$ cat src/rtl/led_seq_pkg.sv
// Shared types for the LED pattern sequencer: table entry layout, FSM states
// and the placement of period_code within the flasher reload word.
package led_seq_pkg;

    typedef struct packed {
        logic [15:0] dwell;
        logic [7:0]  period_code;
        logic [7:0]  pattern;
    } led_seq_entry_t;

    typedef enum logic [1:0] {
        IDLE,
        RUN,
        FINISH
    } led_seq_state_t;

    localparam int FLASH_SHIFT = 16;

    function automatic logic [31:0] flash_word(input logic [7:0] period_code);
        return {24'h000000, period_code} << FLASH_SHIFT;
    endfunction

endpackage

$ cat src/rtl/led_seq_tick.sv
// Dwell prescaler: counts 0..TICK_DIV-1 while enabled and flags the wrap cycle.
// Held at zero when disabled or cleared so every entry starts a fresh tick period.
module led_seq_tick #(
    parameter int TICK_DIV = 50000
) (
    input  logic clock,
    input  logic reset,
    input  logic en,
    input  logic clear,
    output logic tick
);

    localparam int CW = (TICK_DIV > 1) ? $clog2(TICK_DIV) : 1;
    localparam logic [CW-1:0] LAST = CW'(TICK_DIV - 1);

    logic [CW-1:0] cnt_q, cnt_d;

    always_comb begin
        cnt_d = cnt_q;
        if (clear || !en) begin
            cnt_d = '0;
        end else if (cnt_q == LAST) begin
            cnt_d = '0;
        end else begin
            cnt_d = cnt_q + 1'b1;
        end
    end

    always_ff @(posedge clock) begin
        if (reset) begin
            cnt_q <= '0;
        end else begin
            cnt_q <= cnt_d;
        end
    end

    // tick must not depend on clear: clear is derived from tick one level up
    assign tick = en && (cnt_q == LAST);

endmodule

$ cat src/rtl/led_sequencer.sv
// Programmable LED pattern sequencer feeding the per-LED flasher stage.
// Steps a register-loaded table with per-entry dwell; all outputs registered.
module led_sequencer
    import led_seq_pkg::*;
#(
    parameter int NUM_LEDS = 8,
    parameter int DEPTH    = 8,
    parameter int TICK_DIV = 50000
) (
    input  logic                     clock,
    input  logic                     reset,
    input  logic                     cfg_we,
    input  logic [$clog2(DEPTH)-1:0] cfg_addr,
    input  logic [31:0]              cfg_wdata,
    input  logic [$clog2(DEPTH)-1:0] cfg_last,
    input  logic                     cfg_loop,
    input  logic                     start,
    input  logic                     stop,
    output logic [NUM_LEDS-1:0]      led_state,
    output logic [31:0]              flash_counter,
    output logic [$clog2(DEPTH)-1:0] cur_index,
    output logic                     busy,
    output logic                     done
);

    localparam int AW = $clog2(DEPTH);

    led_seq_entry_t table_q [DEPTH];

    led_seq_state_t state_q, state_d;
    logic [NUM_LEDS-1:0] led_q, led_d;
    logic [31:0]         flash_q, flash_d;
    logic [AW-1:0]       idx_q, idx_d;
    logic [15:0]         dwell_q, dwell_d;
    logic [15:0]         dcnt_q, dcnt_d;
    logic                busy_q, busy_d;
    logic                done_q, done_d;

    logic           tick;
    logic           entry_end;
    logic           load;
    logic [AW-1:0]  load_idx;
    led_seq_entry_t ld_entry;

    always_ff @(posedge clock) begin
        if (cfg_we) begin
            table_q[cfg_addr] <= led_seq_entry_t'(cfg_wdata);
        end
    end

    led_seq_tick #(
        .TICK_DIV (TICK_DIV)
    ) u_tick (
        .clock (clock),
        .reset (reset),
        .en    (state_q == RUN),
        .clear (load),
        .tick  (tick)
    );

    // dwell_q is never 0 in RUN, so dwell_q-1 is the last dwell count
    assign entry_end = tick && (dcnt_q == dwell_q - 16'd1);
    assign ld_entry  = table_q[load_idx];

    always_comb begin
        state_d  = state_q;
        load     = 1'b0;
        load_idx = '0;
        case (state_q)
            IDLE: begin
                if (start && !stop) begin
                    load    = 1'b1;
                    state_d = RUN;
                end
            end
            RUN: begin
                if (stop) begin
                    state_d = IDLE;
                end else if (start) begin
                    load = 1'b1;
                end else if (entry_end) begin
                    if (idx_q != cfg_last) begin
                        load     = 1'b1;
                        load_idx = idx_q + 1'b1;
                    end else if (cfg_loop) begin
                        load = 1'b1;
                    end else begin
                        state_d = FINISH;
                    end
                end
            end
            FINISH: begin
                if (start && !stop) begin
                    load    = 1'b1;
                    state_d = RUN;
                end else begin
                    state_d = IDLE;
                end
            end
            default: state_d = IDLE;
        endcase
    end

    always_comb begin
        led_d   = led_q;
        flash_d = flash_q;
        idx_d   = idx_q;
        dwell_d = dwell_q;
        dcnt_d  = dcnt_q;
        if (load) begin
            led_d   = ld_entry.pattern[NUM_LEDS-1:0];
            flash_d = flash_word(ld_entry.period_code);
            idx_d   = load_idx;
            dwell_d = (ld_entry.dwell == 16'd0) ? 16'd1 : ld_entry.dwell;
            dcnt_d  = '0;
        end else if (state_d != RUN) begin
            led_d   = '0;
            flash_d = '0;
            idx_d   = '0;
            dcnt_d  = '0;
        end else if (tick) begin
            dcnt_d = dcnt_q + 16'd1;
        end
        busy_d = (state_d != IDLE);
        done_d = (state_d == FINISH);
    end

    always_ff @(posedge clock) begin
        if (reset) begin
            state_q <= IDLE;
            led_q   <= '0;
            flash_q <= '0;
            idx_q   <= '0;
            dwell_q <= '0;
            dcnt_q  <= '0;
            busy_q  <= 1'b0;
            done_q  <= 1'b0;
        end else begin
            state_q <= state_d;
            led_q   <= led_d;
            flash_q <= flash_d;
            idx_q   <= idx_d;
            dwell_q <= dwell_d;
            dcnt_q  <= dcnt_d;
            busy_q  <= busy_d;
            done_q  <= done_d;
        end
    end

    assign led_state     = led_q;
    assign flash_counter = flash_q;
    assign cur_index     = idx_q;
    assign busy          = busy_q;
    assign done          = done_q;

endmodule

$ cat config.mk
export PLATFORM = sky130hd
export DESIGN_NAME = led_sequencer
export DESIGN_NICKNAME = d
export VERILOG_FILES = /design/src/rtl/led_seq_pkg.sv /design/src/rtl/led_seq_tick.sv /design/src/rtl/led_sequencer.sv
export SDC_FILE = /design/constraint.sdc
export NUM_CORES = 1
export LEC_CHECK = 0
export CAP_MARGIN = 20
export CORE_MARGIN = 5
export CORE_UTILIZATION = 35
export CTS_BUF_LIST = sky130_fd_sc_hd__clkbuf_4
export CTS_CLUSTER_DIAMETER = 30
export DETAILED_ROUTE_END_ITERATION = 6
export DONT_BUFFER_PORTS = 1
export HOLD_SLACK_MARGIN = 0.08
export PLACE_DENSITY_LB_ADDON = 0.25
export SLEW_MARGIN = 15
export SYNTH_ARGS = -nofsm -noshare
export SYNTH_HDL_FRONTEND = slang
export SYNTH_SLANG_ARGS = --single-unit
$ cat constraint.sdc
create_clock -name clock -period 8.13 [get_ports clock]
set_input_delay 0.813 -clock clock [delete_from_list [all_inputs] [get_ports clock]]
set_output_delay 0.813 -clock clock [all_outputs]
set_load 0.02 [all_outputs]
==> results of run 1 <==
-- state kept, by name (all words and copies together), names as in the netlist --
name / flops
dcnt_q: 16
flash_counter: 8
u_tick.cnt_q: 16
led_state: 8
state_q: 2
busy: 1
dwell_q: 16
table_q: 256
done: 1
cur_index: 3
-- worst register-to-register path: stages (launching register included) --
cell and delay, ns:
dfxtp_1 0.35, inv_1 0.07, ha_1 0.31, or4b_1 0.49, nor4b_1 0.28, o21ai_0 0.19
nand2_1 0.14, nand4_2 0.18, or4_2 1.21, buf_4 0.46, o22a_1 0.21, o2111ai_1 0.24
nand2_1 0.09, and4bb_1 0.28, nand4_1 0.10, a311oi_1 0.26
-- worst paths after layout --
| check | startpoint | to |
|---|---|---|
| min reg2reg | u_tick.cnt_q[0] | u_tick.cnt_q[0] |
| max | dwell_q[0] | dwell_q[0] |
| max reg2reg | dwell_q[0] | dwell_q[0] |
| min | cfg_wdata[22] | table_q[3][22] |
-- area by class of cell --
| cell class | instances | area [µm²] |
|---|---|---|
| timing repair buffer | 22 | 171 |
| sequential | 327 | 9110 |
| clock inverter | 20 | 173 |
| inverter | 15 | 56.3 |
| clock buffer | 137 | 1030 |
| fill | 3819 | 23900 |
| multi-input combinational | 744 | 4490 |
| tap | 525 | 657 |
| antenna | 1 | 2.50 |
-- cell usage in the layout (no fill, tap or decap), drive strengths merged, types with 4 or more instances in the layout --
cell / Yosys / final
o211ai: 10 / 10
o21ai: 56 / 56
and3: 9 / 9
a2bb2oi: 4 / 4
and2: 4 / 4
nor4: 10 / 10
nor3: 23 / 23
edfxtp: 256 / 256
or2: 4 / 4
xor2: 34 / 34
o22a: 4 / 4
or3: 14 / 14
or4: 8 / 8
nand3: 85 / 85
dfxtp: 71 / 71
nand2: 194 / 194
xnor2: 15 / 15
nand4: 9 / 9
inv: 15 / 17
a211oi: 7 / 7
nand2b: 13 / 13
mux2: 13 / 13
a311oi: 4 / 4
clkinv: 0 / 15
mux2i: 43 / 43
conb: 1 / 24
buf: 39 / 21
a21oi: 17 / 17
clkbuf: 46 / 137
ha: 4 / 4
nor2: 72 / 72
nor4b: 6 / 6
a22o: 20 / 20
-- repair_timing --
| item | in CTS | in global routing |
|---|---|---|
| hold buffers | 1 | 0 |
| endpoints found under the hold margin | 1 | 0 |
| gates resized for setup | 0 | 0 |
-- power by group --
part	internal [mW]	total, mW	switching, mW
clock network	0.862	1.53	0.667
logic	0.0423	0.120	0.0777
registers	1.85	1.87	0.0202
total	2.76	3.52	0.765
-- routing by layer --
metal | share of wire, % | GRT usage [%] | routed length (µm)
met2 | 47 | 24.3 | 15900
met5 | 0 | 0 | 0
met4 | 1.8 | 4.48 | 622
met1 | 45 | 20.5 | 15200
met3 | 6.9 | 4.10 | 2360
-- cells by family (layout without fill, tap and decap cells) --
| family | after synthesis | count (layout) | share of synthesized area [%] |
|---|---|---|---|
| xor+xnor | 50 | 50 | 3.25 |
| simple gates | 466 | 466 | 16.0 |
| other cells | 1 | 25 | 0.0270 |
| mux | 57 | 57 | 4.37 |
| fa+ha+maj | 4 | 4 | 0.360 |
| flops | 327 | 327 | 65.6 |
| compound gates | 143 | 143 | 6.93 |
| buf+inv | 100 | 194 | 3.52 |
-- through the flow --
stage | area, µm² | hold WS (ns) | total power [mW] | cells
4_1_cts | 15700 | 0.0912 | 3.58 | 1790
3_5_place_dp | 14500 | 0.443 | 2.03 | 1632
3_3_place_gp | 14500 | 0.430 | 2.02 | 1631
5_1_grt | 15700 | 0.0841 | 3.68 | 1791
2_1_floorplan | 14000 | 0.418 | 2.00 | 1171
6_report | 15700 | 0.178 | 3.52 | 1791
==> results.md, run 1 <==
Synthesis:
- The number of enable-type register cells in the synthesized netlist is 256.
- The leading cell type by number of instances after synthesis is edfxtp_1.
- Summing every instance area after synthesis gives 13900 µm².
- The Yosys step of the flow raised 0 warnings.
- The cell taking the most area after synthesis is edfxtp_1.
- Each instance of the synthesized netlist takes up on average 12.1 µm².
- The share of synthesized area occupied by flip-flops and latches is 65.6%.
- The dominant register cell in the synthesized netlist is edfxtp_1.
- The share of flip-flops with an asynchronous set or reset is 0%.
- By area the synthesized netlist is led by edfxtp_1 (55%), dfxtp_1 (10%), nand2_1 (5.2%), mux2i_1 (3.1%), nand3_1 (3.1%).
- After synthesis, the largest area contributor takes up 55.3% of total cell area.
- In this run, synthesis produced a sequential element count of 327.
- After technology mapping, the gate count stands at 1148.
- By count the netlist is led by edfxtp_1 (256), nand2_1 (194), nand3_1 (85), nor2_1 (72), dfxtp_1 (71).
- Yosys mapped the design onto 69 distinct sky130hd cell types.

Critical path:
- For the worst setup path, the data arrival time is 5.54 ns.
- The cell repeated most along the worst path is nand2_1.
- STA classifies the critical path startpoint as a flip-flop.
- The setup slack of the worst register-to-register path is 3.20 ns.
- The number of buffers and inverters on the critical path is 2.
- The signal on the critical path passes through inv_1 -> ha_1 -> or4b_1 -> nor4b_1 -> o21ai_0 -> nand2_1 -> nand4_2 -> or4_2 -> buf_4 -> o22a_1 -> o2111ai_1 -> nand2_1 -> and4bb_1 -> nand4_1 -> a311oi_1.
- The path depth of the worst reg2reg path is 15.
- The dominant delay contributor by cell family on the critical path is simple AND/OR/NAND/NOR gates.
- In this run the number of cells on the critical path is 15.
- STA puts the critical path data required time at 8.73 ns.
- The endpoint type of the worst setup path is a flip-flop.
- On the worst path, the slowest cell contributes a delay of 1.21 ns.
- The startpoint-to-endpoint class of the critical path is flip-flop to flip-flop.
- The slowest cell on the critical path is or4_2.
- The critical-path maximum fanout is 41.

Power:
- The analysis attributes to cell leakage a power of 5.56 nW.
- The power density of the placed cells is 224 nW/µm².
- The worst voltage drop across the vdd grid is 0.000139 V.

STA:
- Adding up every negative setup slack in the final design gives 0 ns.
- The count of final max-slew check failures is 0.
- The fmax is 203 MHz.
- Setup repair after global routing left no endpoint under its margin.
- The number of hold violations in the final report is 0.
- The worst path meets setup with 3.20 ns of slack.
- The transition time at the pin with the least slew margin is 1.07 ns.
- Clock skew on the completed layout was measured at 0.0685 ns.
- The clock period could shrink to 4.93 ns.
- The headroom to the max-slew limit is 28.7%.
- The share of the clock period used by the worst path is 60.7%.
- The final count of negative-setup-slack endpoints is 0.

Hold path:
- Counting instances, the worst hold path has a depth of 0.
- In this run the worst hold path is classified as primary input to flip-flop.

Routing:
- After the first detailed-routing iteration, the DRC count stood at 511.
- The antenna violation net count after detailed routing is 0.
- The wire length per cell after detailed routing is 19.0 µm.
- The iteration count of the initial detailed-routing pass is 5.
- The number of vias per cell is 5.01.
- For this run, design rule violations remaining after detail routing come to 0.
- Summed over all layers, the routed wires come to 34.0 mm.
- The routed layout has 8973 vias.

Floorplanning:
- The placeable core region is 39500 µm².
- Row generation in the floorplan step produced 73 rows.
- The initial utilization of the core area, before any placement, comes to 35.1%.
- The full die area is 43800 µm².
- During I/O placement, the number of pins put on the boundary was 89.
- In this run the vertical extent of the chip is 209 µm.
- The horizontal die dimension is 209 µm.

Global routing:
- The first-pass GRT wire length is 52.6 mm.
- The initial antenna violation count came to 1.
- The number of global-route vias before repair is 8908.
- The global-route usage over all layers is 15.3%.
- For this run the aggregate overflow at the end of global routing stands at 0.
- Entering global routing, the biggest net connects 79 pins.

Cells and area:
- The core occupancy in the finished layout is 39.7%.
- In the final design database the tool counted 1245 nets.
- In the final layout, the share of cells above drive strength 1 is 16.5%.
- The area growth from synthesis to layout is 12.9%.

Job:
- The tool flagged a number of max-cap violations equal to 0.

Clock tree:
- TritonCTS created 87 clock buffers.
- The deepest level of the CTS H-tree is 3.
- The maximum buffer depth of the clock tree is 3.
- The number of sinks driven by the clock tree is 327.
- The tree is rooted in a clkbuf_4.
- TritonCTS built the clock tree.
- After clock tree synthesis, the setup repair step added 0 buffers.
- The worst-skew pair later-pin latency is 0.72 ns.
- The clock-pin slew of the registers on the worst-case setup and hold paths is 0.07 ns.

Place:
- The congestion estimate from routability-driven global placement came to 0.801.
- The placed wire-length estimate is 19.6 mm.
- Port buffering added 0 buffers.
- Timing analysis after detailed placement gives a worst setup slack of 3.26 ns.

Run status:
- The flow ran to the end, and the final reports show no timing, DRC or antenna violations.
Note: power is estimated with default switching activity, not from simulation.
==> inputs of run 2 (changes only) <==
==> constraint.sdc (replaced) <==
create_clock -name clock -period 4.3 [get_ports clock]
set_input_delay 0.43 -clock clock [delete_from_list [all_inputs] [get_ports clock]]
set_output_delay 0.43 -clock clock [all_outputs]
set_load 0.02 [all_outputs]
==> results.md, run 2 (synthesis gave the netlist of run 1 again) <==
Cells and area:
- The synthesis-to-finish area growth is 16.9%.
- The top cell types in the final layout, fill and taps aside, are edfxtp_1 (256), nand2_1 (194), clkbuf_4 (131), nand3_1 (85), dfxtp_1 (70).
- The number of nets in the layout is 1308.
- Of the cells placed in the final design, the portion with a size suffix greater than 1 is 17.5%.
- The filler cell count is 3793.
- For this run, the number of standard cells in the final layout without fillers is 1852.
- The register with the most flip-flops in the layout has 256 of them.
- The library cell used most frequently in the layout, excluding fill and tap cells, is edfxtp_1.
- Counting flops per register, the top entry is table_q.

Run status:
- The run finished with clean final reports.

Global routing:
- The initial antenna violation count is 3.
- Summed over all layers, the global routing overflow is 0.
- The pin count of the biggest net entering global routing is 59.
- The number of global-route vias before repair is 9241.
- The first global-routing pass estimated 53.8 mm of wire.
- The global-route usage over all layers is 15.7%.

Critical path:
- Setup slack on the worst reg-to-reg path comes out at 0.23 ns.
- The largest incremental delay on the critical path is 0.85 ns.
- The number of buffers and inverters on the critical path is 3.
- The data arrival at the endpoint of the critical path is 4.72 ns.
- Among cell families on the critical path, the largest total delay comes from simple AND/OR/NAND/NOR gates.
- The slowest cell on the critical path is or4_2.
- The path depth of the worst reg2reg path is 14.
- The most critical setup path has its startpoint at dwell_q[0].
- The startpoint of the worst register-to-register path is dwell_q[0].
- The critical-path maximum fanout is 58.
- The worst register-to-register path ends at dwell_q[0].
- The endpoint type of the worst setup path is a flip-flop.
- The startpoint kind of the worst setup timing path is a flip-flop.
- The critical path goes through inv_1 -> ha_1 -> nor2b_1 -> or3_1 -> a31o_1 -> nor4_2 -> nand4_2 -> buf_4 -> or4_2 -> buf_12 -> o21ai_1 -> and4bb_1 -> nand4_1 -> a311oi_1.
- The startpoint-to-endpoint class of the critical path is flip-flop to flip-flop.
- The required time of the critical path is 4.95 ns.

Place:
- After legalization and detailed placement, the total HPWL measured 21.1 mm.
- The number of instances in the placed design is 1658.
- The global placer's final weighted congestion is 0.808.
- OpenSTA, run right after detailed placement, puts the worst setup slack at 0.126 ns.
- The number of port buffers is 0.

Clock tree:
- The worst-skew pair later-pin latency is 0.77 ns.
- After clock tree synthesis, the setup repair step added 0 buffers.
- Counting every sink on the clock net gives 327.
- The tree is rooted in a clkbuf_4.
- The TritonCTS clock tree is built.
- The deepest level of the CTS H-tree is 3.
- The clock-pin slew of the registers on the worst-case setup and hold paths is 0.06 ns.
- The maximum buffer depth of the clock tree is 3.
- In this run, CTS created clock tree buffers numbering 89.

STA:
- Setup repair after global routing could not meet its margin everywhere.
- Headroom to the max-slew limit came out at 29.8%.
- The minimum setup slack in the final design is 0.234 ns.
- The count of final max-slew check failures is 0.
- The worst-case clock skew is 0.0546 ns.
- The fmax is 246 MHz.
- The number of hold violations in the final report is 0.
- The time the final worst path needs with I/O delays and setup is 4.07 ns.
- The final count of negative-setup-slack endpoints is 0.
- The final critical path takes up 94.6% of the cycle.
- The transition time at the pin with the least slew margin is 1.05 ns.

Floorplanning:
- The horizontal die dimension is 209 µm.
- The full die area is 43800 µm².
- In this run the standard cell core region covers 39500 µm².
- For this configuration, the core starts out at a cell density of 35.1%.
- The floorplan step set the die height to 209 µm.
- The number of top-level pins is 89.
- The number of rows created at floorplan is 73.

Hold path:
- The end point of the worst hold path is table_q[7][10].
- The type of the tightest min-delay check is primary input to flip-flop.
- In this run the most critical hold path is launched from cfg_addr[0].
- Counting instances, the worst hold path has a depth of 2.

Routing:
- Signal routing reaches up to met5.
- In this run the remaining antenna-violating nets after routing total 0.
- After detailed routing, the average wire length per cell comes to 18.7 µm.
- The routed wire length is 34.6 mm.
- The violation count after the first detailed-route iteration is 615.
- The vias after detailed routing is 9208.
- The routed length on met2 is 16.1 mm.
- The number of vias per cell is 4.97.
- Before antenna repair, the detailed router went through 5 iterations.
- After detailed routing, the met3 layer carries 2.23 mm of wire.
- After detailed routing, the number of remaining DRC violations is 0.
- The detailed-route wire length on metal 1 is 15.4 mm.

Power:
- VDD sags by at most 0.000243 V.
- The share of total power dissipated in sequential elements is 53.8%.
- The switching power of the nets is 1.51 mW.
- The clock network burns 41.7% of the power.
- The internal power of the cells totals 5.07 mW.
- The analysis attributes to cell leakage a power of 5.83 nW.
- Of the total power, the share spent switching nets is 23.0%.
- Of the total power, combinational logic draws 4.5%.
- The power density of the placed cells is 405 nW/µm².

Job:
- The tool flagged a number of max-cap violations equal to 0.
## run 2: cell count changes in the layout (fill, tap and decap cells not counted), sizes merged
cell / before / now
dlygate4sd3: 1 / 36
buf: 21 / 47
clkbuf: 137 / 131
clkinv: 15 / 19
bufinv: 3 / 1
clkinvlp: 0 / 2
inv: 17 / 19
## run 2: cell type report
type	count	area [µm²]	share of cell area, %
Sequential cell	327	9110	56.1
Multi-Input combinational cell	744	4490	27.7
Clock buffer	131	983	6.05
Timing Repair Buffer	83	796	4.90
Tap cell	525	657	4.04
Clock inverter	26	145	0.893
Inverter	15	56.3	0.347
Antenna cell	1	2.50	0.0154
## run 2: routing by layer
metal / up-vias / global-route usage (%)
li1: 4429 / -
met1: 4422 / 21.1
met2: 282 / 24.9
met3: 71 / 4.05
met4: 4 / 5.29
met5: - / 0
## run 2: worst max-delay path by stage
stage | end | slack, ns | cells after the start
3_3_place_gp | dwell_q[0] | 0.24 | 15
4_1_cts | dwell_q[0] | 0.09 | 15
5_1_grt | led_state[0] | -0.01 | 16
6_report | dwell_q[0] | 0.23 | 14
3_5_place_dp | dwell_q[0] | 0.13 | 15
2_1_floorplan | dwell_q[0] | 0.59 | 14
## run 2: through the flow
step                TNS [ns]  power (mW)  utilization, %  cell area (µm²)  hold slack [ns]
global route         -0.0226        6.90            41.1            16200            0.113
CTS                        0        6.68            41.1            16200           0.0996
finish                     0        6.58            41.1            16200            0.172
global placement           0        3.84            37.2            14700            0.428
detailed placement         0        3.84            37.3            14700            0.442
floorplan                  0        3.79               -            14000            0.418
## run 2: timing repair
action | 4_1_cts | 5_1_grt
gates resized for setup | 0 | 3
endpoints found under the hold margin | 279 | 0
hold buffers | 36 | 0
setup endpoints to repair | 0 | 3
## run 2: power by group through the flow
stage	Combinational [mW]	Sequential (mW)	Clock [mW]
3_3_place_gp	0.233	3.60	0
6_report	0.296	3.54	2.75
4_1_cts	0.298	3.54	2.84
5_1_grt	0.328	3.54	3.02
2_1_floorplan	0.190	3.60	0
3_5_place_dp	0.237	3.61	0
==> inputs of run 3 (changes only) <==
--- a/config.mk
+++ b/config.mk
@@ -10,10 +10,11 @@
 export CORE_UTILIZATION = 35
 export CTS_BUF_LIST = sky130_fd_sc_hd__clkbuf_4
 export CTS_CLUSTER_DIAMETER = 30
+export CTS_CLUSTER_SIZE = 28
 export DETAILED_ROUTE_END_ITERATION = 6
 export DONT_BUFFER_PORTS = 1
 export HOLD_SLACK_MARGIN = 0.08
-export PLACE_DENSITY_LB_ADDON = 0.25
+export PLACE_DENSITY_LB_ADDON = 0.05
 export SLEW_MARGIN = 15
 export SYNTH_ARGS = -nofsm -noshare
 export SYNTH_HDL_FRONTEND = slang
==> results.md, run 3 (synthesis gave the netlist of run 1 again) <==
Run status:
- The flow ran to the end, and the final reports show no timing, DRC or antenna violations.

Floorplanning:
- Once the floorplan was initialized, standard cells occupied 35.1% of the core.
- The die height is 209 µm.
- The number of rows created at floorplan is 73.
- The horizontal die dimension is 209 µm.
- The die covers 43800 µm².
- After floorplanning, the core was sized to cover 39500 µm².
- In this run the count of I/O pins placed on the die edge is 89.

Place:
- The pre-CTS worst setup slack is 0.0863 ns.
- The number of port buffers is 0.
- Summed over all nets, the half-perimeter wirelength after detailed placement is 22.4 mm.
- The post-place instance area is 14700 µm².
- Once placement completed, the tool counted placed cells totaling 1658.
- At the end of routability-driven placement, the weighted congestion stood at 0.754.

Routing:
- In this run the remaining antenna-violating nets after routing total 0.
- For this block, the initial DRC count from the detailed router was 529.
- The number of vias per cell is 4.92.
- The routed wire length is 36.7 mm.
- After detailed routing, the number of remaining DRC violations is 0.
- The wire length per cell after detailed routing is 19.8 µm.
- The vias after detailed routing is 9127.
- The first detailed-routing pass took 4 iterations.

STA:
- For the pin with the worst max-slew slack, the measured transition is 0.914 ns.
- The worst path in the final design needs a cycle of 4.09 ns, including I/O delays and setup.
- The worst path uses 95.2% of the clock period.
- The total negative setup slack is 0 ns.
- The worst-case clock skew is 0.0798 ns.
- The number of hold violations in the final report came to 0.
- The worst pin sits at a relative slew slack of 38.8%.
- The fmax is 244 MHz.
- Across all setup checks in the final design, the least slack found is 0.206 ns.
- Final hold analysis gives a worst-case slack of 0.191 ns.
- The count of final max-slew check failures is 0.
- Setup repair after global routing could not meet its margin everywhere.
- Setup violations remaining at the end of the flow were counted as 0.

Critical path:
- The required time of the critical path is 4.91 ns.
- The startpoint-to-endpoint class of the critical path is flip-flop to flip-flop.
- Walking the worst path, the cells encountered are inv_1 -> ha_1 -> nor2b_1 -> or3_1 -> a31o_1 -> or4b_1 -> or3_4 -> or4_4 -> a21oi_1 -> a221o_1 -> o211ai_1 -> nor4_1 -> nand4_1 -> a311oi_2.
- The critical-path maximum fanout is 4.
- The endpoint type of the worst setup path is a flip-flop.
- Data arrives at the worst endpoint at 4.70 ns.
- The worst setup path is launched from a flip-flop.
- The largest incremental delay on the critical path is 0.54 ns.
- The largest individual stage delay along the critical path comes from the cell or4_4.

Global routing:
- The pin count of the biggest net entering global routing is 42.
- The number of global-route vias before repair was 9389.
- Summed over all layers, the global routing overflow is 0.
- The global-route usage over all layers is 16.8%.
- The first global-routing pass estimated 57.1 mm of wire.
- The initial antenna violation count was 1.

Cells and area:
- The net count of the finished layout is 1310.
- The area of all placed cells without fillers is 16400 µm².
- The most common cell after layout, fill and taps aside is edfxtp_1.
- The largest register by flop count is table_q.
- The share of cells above drive strength 1 is 17.8%.
- In the layout the commonest cells are edfxtp_1 (256), nand2_1 (194), clkbuf_4 (110), nand3_1 (85), dfxtp_1 (71).
- The core occupancy in the finished layout is 41.5%.
- The non-filler instance count after layout is 1854.
- The register with the most flip-flops in the layout has 256 of them.
- From synthesis to final layout, the design area changed by 18.1%.

Hold path:
- In this run the worst hold path is classified as primary input to flip-flop.

Power:
- The total power is 6.90 mW.
- Power spread over the standard cell area amounts to 420 nW/µm².
- The leakage power is 5.90 nW.
- The worst-case IR drop observed on VDD is 0.000256 V.

Clock tree:
- Counting the buffers created by CTS gives 87.
- The clock reaches the later pin of the worst-skew pair after 0.77 ns.
- TritonCTS built the clock tree.
- For this design, the sink count on the clock tree is 327.
- The maximum buffer depth of the clock tree is 3.
- The clock-pin slew of the registers on the worst-case setup and hold paths is 0.08 ns.
- The clock tree synthesis step divided the H-tree into 3 levels.
- The tree is rooted in a clkbuf_4.

Job:
- The max-cap violation count is 0.
[run 3: cell types whose count changed in the layout (fill, tap and decap cells not counted), moves of 2 or more]
cell           change
clkinv_2          +13
clkbuf_4          -21
bufinv_16          +7
buf_4              +3
clkinv_1           -2
clkinvlp_4         +2
dlygate4sd3_1      +2
clkinv_4           +2
inv_6              -2
[run 3: cell type report]
| type | count | area, µm² |
|---|---|---|
| flip-flops and latches | 327 | 9110 |
| repair buffers | 87 | 811 |
| inverters | 15 | 56.3 |
| clock buffers | 110 | 826 |
| well taps | 525 | 657 |
| clock inverters | 45 | 424 |
| multi-input cells | 744 | 4520 |
| fillers | 3844 | 23100 |
| diodes | 1 | 2.50 |
[run 3: report_power, final]
| part | total [mW] | leakage [nW] | switching (mW) | internal, mW |
|---|---|---|---|---|
| sequential | 3.53 | 2.90 | 0.0356 | 3.50 |
| combinational | 0.300 | 2.28 | 0.191 | 0.110 |
| clock | 3.06 | 0.717 | 1.35 | 1.71 |
| total | 6.90 | 5.90 | 1.58 | 5.32 |
[run 3: path summary, 6_finish.rpt]
check                     to            start  cells past startpoint  slack, ns
min reg2reg  u_tick.cnt_q[0]  u_tick.cnt_q[0]                      1       0.45
min            table_q[1][7]      cfg_addr[0]                      2       0.19
max               dwell_q[0]       dwell_q[1]                     14       0.21
max reg2reg       dwell_q[0]       dwell_q[1]                     14       0.21
[run 3: metal layers]
metal | wire (µm) | vias up | GRT usage (%)
met3 | 1530 | 61 | 4.01
met4 | 877 | 0 | 5.60
met1 | 17100 | 4448 | 22.6
li1 | - | 4443 | -
met5 | 0 | - | 0
met2 | 17100 | 175 | 27.0
[run 3: critical path, delay by kind of cell (launching register included)]
family                   cells  cell delay [ns]
AO/OA/AOI/OAI                5             1.02
AND/OR/NAND/NOR              7             2.29
adder cells (fa/ha/maj)      1             0.23
buffers and inverters        1             0.06
flip-flops                   1             0.38
[run 3: what timing repair did]
action | 4_1_cts | 5_1_grt
gates resized for setup | 0 | 7
hold buffers | 38 | 0
endpoints found under the hold margin | 286 | 0
buffers inserted | 0 | 2
endpoints found under the setup margin | 0 | 4
==> variant 1: new RTL, settings of run 1 <==
`TICK_DIV` is set to 50000 in 2 places; all go to 25000.
--- a/src/rtl/led_seq_tick.sv
+++ b/src/rtl/led_seq_tick.sv
@@ -3,3 +3,3 @@
 module led_seq_tick #(
-    parameter int TICK_DIV = 50000
+    parameter int TICK_DIV = 25000
 ) (
--- a/src/rtl/led_sequencer.sv
+++ b/src/rtl/led_sequencer.sv
@@ -7,3 +7,3 @@
     parameter int DEPTH    = 8,
-    parameter int TICK_DIV = 50000
+    parameter int TICK_DIV = 25000
 ) (
Behaviour: same outputs for any inputs over 10 cycles, from zero or initial values and one cycle with reset high; that may be too few to reach the edited logic, so the function may still have changed.
==> variant 1 against run 1 <==
  * Non-clock buffer count grew 11
  * Wire length shrank 9.6%
  * Sequential cell count shrank 1
  * Final area shrank 2.1%
  * Largest cell class unchanged
  * Area after synthesis shrank 2.4%
  * Critical endpoint is now led_state[7]
  * Cell count shrank 6.7%
  * Worst setup slack lost 0.043 ns
  * Count of clock-buffer cells in the layout shrank 3
  * Power shrank 1.5%
==> variant 1: results (changes against run 1) <==
** Outcome
- The run finished with clean final reports.

** Clock tree
- The total of hold buffers inserted after clock tree synthesis came to 12 (+11).

** Routing
- Amount of wire on met3 after detailed routing :: 1.93 mm (-18%)
- The length of routed met2 wiring was 14.4 mm (-9.4%).
- The via total after detailed routing came to 8,224 (-8.3%).
- Aggregate routed wire length :: 30.8 mm (-9.6%)
- The number of iterations in the first detailed-routing pass is 4 (-1).

** Layout
- Non-Clock Buffer Area Fraction :: 1.83% (+0.74 points)
- The share of final-layout standard cells stronger than drive strength 1 is 17.9% (+1.4 points).
- The number of fillers in the final layout came to 3,673 (-3.8%).
- The share of final layout cell area taken by clock buffers and inverters is 7.56% (-0.096 points).
- Final #Nets :: 1,133 (-9.0%)

** Global route
- The total global-route track usage was 14.5% (-0.76 points).
- First-pass GRT wire length :: 47.4 mm (-9.9%)
- The number of global-route vias before repair came to 8,270 (-7.2%).
- The global routing usage on met1 was 19.2% (-1.4 points).

** Placed design
- Post-DP HPWL :: 17.0 mm (-13%)
- The cell area after placement came to 14,100 sq um (-2.8%).
- Post-placement worst setup slack :: 3.02 ns (-0.245 ns)

** Logic synthesis
- The post-synthesis area per instance came to 13.4 sq um (+10%).
- Yosys attributes the largest share of cell area to edfxtp_1 57%, dfxtp_1 10%, mux2i_1 6.1%.
- Portion of netlist area occupied by mux cells :: 7.54% (+3.2 points)
- Post-synthesis sequential area ratio :: 67.0% (+1.5 points)

** Pwr
- The reported leakage power is 4.98 nW (-10%).
- Reported net switching power :: 0.760 mW (-0.66%)
- Clock network fraction of design power :: 42.5% (-0.9 points)

** Worst setup path
- Depth of the worst register-to-register path :: 13 (-2)
- Max FO, Critical Path :: 65 (+59%)
- Among all stages on the critical path, the largest delay is contributed by buf_4.
- The data arrival at the endpoint of the critical path was 5.59 ns (+0.05 ns).
- Endpoint of the worst-slack reg-to-reg timing path :: led_state[7]

** Timing
- Transition at the pin with the smallest max-transition slack :: 1.11 ns (+0.0360 ns)

** Min path
- Sink of the worst hold path :: table_q[1][5]
[variant 1: cell types whose count changed after synthesis, sizes merged, moves of 16 or more]
cell	before	now
clkbuf	46	29
mux2i	43	83
xnor2	15	31
nand2	194	89
nor2	72	98
a211oi	7	23
nand3	85	13
[variant 1: worst max-delay path by stage]
| stage | start | slack (ns) | end |
|---|---|---|---|
| after floorplan | stop | 4.09 | dwell_q[0] |
| after global placement | dwell_q[0] | 3.11 | cur_index[0] |
| after detailed placement | dwell_q[0] | 3.02 | cur_index[0] |
| after CTS | dwell_q[0] | 3.03 | cur_index[2] |
| after global routing | dwell_q[0] | 2.81 | flash_counter[17] |
| final | dwell_q[0] | 3.15 | led_state[7] |
[variant 1: cell families (layout without fill, tap and decap cells)]
| kind of cell | Yosys count | count (layout) |
|---|---|---|
| flops | 326 | 326 |
| simple gates | 279 | 279 |
| compound gates | 168 | 168 |
| mux | 100 | 100 |
| buf+inv | 84 | 198 |
| xor+xnor | 53 | 53 |
| fa+ha+maj | 4 | 4 |
| other cells | 1 | 25 |
==> variant 2: new RTL, config.mk and constraints of run 1 <==
Without the edit above. Make the reset (`reset`) asynchronous in 2 clocked blocks.
--- a/src/rtl/led_seq_tick.sv
+++ b/src/rtl/led_seq_tick.sv
@@ -28,3 +28,3 @@
 
-    always_ff @(posedge clock) begin
+    always_ff @(posedge clock or posedge reset) begin
         if (reset) begin
--- a/src/rtl/led_sequencer.sv
+++ b/src/rtl/led_sequencer.sv
@@ -127,3 +127,3 @@
 
-    always_ff @(posedge clock) begin
+    always_ff @(posedge clock or posedge reset) begin
         if (reset) begin
Check against the original RTL: differs if reset is asserted again (counterexample within 4 cycles, from zero or initial values and one cycle with reset high); with reset held inactive, the same outputs for 10 cycles.
==> variant 2 against run 1 <==
  * Power about the same
  * Non-clock buffer count grew 29
  * Sequential cell count stayed put
  * Worst setup slack improved by 0.70 ns
  * Final area is 2.1% higher
  * Area after synthesis is 0.14% higher
  * Wire length fell by 4.2%
  * Critical endpoint is now flash_counter[17]
==> variant 2: results (changes against run 1) <==
** Routing
- The detailed-routed wire length on met3 was 1.81 mm (-24%).
- The via total after detailed routing was 8,487 (-5.4%).
- Drt wl/cell :: 19.2 um (+1.2%)
- Post-Route M1 WL :: 14.8 mm (-2.4%)

** Timing
- The final period utilization is 52.1% (-8.6 points).
- Worst slew margin relative to its limit :: 26.4% (-2.3 points)

** Clock tree
- The worst-skew pair later-pin latency came to 0.76 ns (+0.04 ns).
- CTS Buf Count :: 90 (+3.4%)
- The total of hold buffers inserted after clock tree synthesis is 19 (+18).

** Layout
- The footprint of the multi-input gates came to 4170 sq um (-7.2%).
- The non-clock buffer area fraction after layout was 2.92% (+1.8 points).
- The count of buffers not belonging to the clock network in the layout came to 51 (+130%).
- Fraction of final layout cells with drive strength greater than 1 :: 19.1% (+2.5 points)
- Multi-input gate count :: 606 (-19%)
- Final standard cell count with taps included and fillers excluded :: 1,695 (-5.4%)
- The share of final layout cell area taken by clock buffers and inverters came to 7.30% (-0.35 points).
- The sequential share of cell area was 59.1% (+1.0 points).
- The storage element area came to 9470 sq um (+3.9%).
- The antenna diode count is 5 (+4).

** Logic synthesis
- Number of cells produced by synthesis :: 1,002 (-13%)
- Ys async rst share :: 21.7% (+22 points)
- Post-synthesis sequential area ratio :: 68.0% (+2.5 points)

** Worst setup path
- The data arrival at the endpoint of the critical path came to 4.84 ns (-0.70 ns).
- The worst-case reg-to-reg path depth came to 12 (-3).
- The largest fanout on the critical path came to 66 (+61%).
- Highest cell delay on the worst timing path :: 0.72 ns (-0.49 ns)
- Worst setup path start :: dwell_q[0]
- In this run the worst setup path terminates at flash_counter[17].

** Global route
- Number of antenna violations at the first check in global routing :: 3 (+2)
- Total routing usage reported by global routing :: 14.8% (-0.45 points)
- The global routing usage on met1 is 20.2% (-0.30 points).
- The first-pass GRT wire length is 50.7 mm (-3.5%).
- The number of global-route vias before repair is 8,682 (-2.5%).

** Placed design
- The weighted congestion at the end of routability-driven global placement is 0.835 (+4.3%).
- Cell area after placement :: 14,500 sq um (+0.12%)
- Post-DP HPWL :: 18.6 mm (-4.8%)

** Pwr
- VDD IR-drop max :: 0.000114 V (-18%)

** Outcome
- The flow ran to the end, and the final reports show no timing, DRC or antenna violations.

** Min path
- The startpoint identified for the worst hold timing path is cfg_wdata[6].
[variant 2: cell types whose count changed in the layout (fill, tap and decap cells not counted), moves of 33 or more]
cell and delta:
nand3_1 -68, o21ai_0 -33, and3_1 +33, nand2_1 -67, dfrtp_1 +70, dlygate4sd3_1 +33, dfxtp_1 -71
[variant 2: logic make-up (layout without fill, tap and decap cells)]
logic type | Yosys count | count (layout) | synth area share, %
DFF | 327 | 327 | 68.0
adders and majority gates | 4 | 4 | 0.360
buffers and inverters | 92 | 232 | 3.26
and+or+nand+nor | 325 | 325 | 11.5
other | 1 | 29 | 0.0270
AOI/OAI and AO/OA | 144 | 144 | 7.99
muxes | 54 | 54 | 5.41
xor gates and xnor gates | 55 | 55 | 3.46
[variant 2: power by group through the flow]
stage	logic [mW]	registers, mW	clock network (mW)
after floorplan	0.114	1.92	0
after global placement	0.136	1.94	0
after detailed placement	0.137	1.94	0
after CTS	0.150	1.90	1.52
after global routing	0.174	1.91	1.63
final	0.156	1.90	1.47
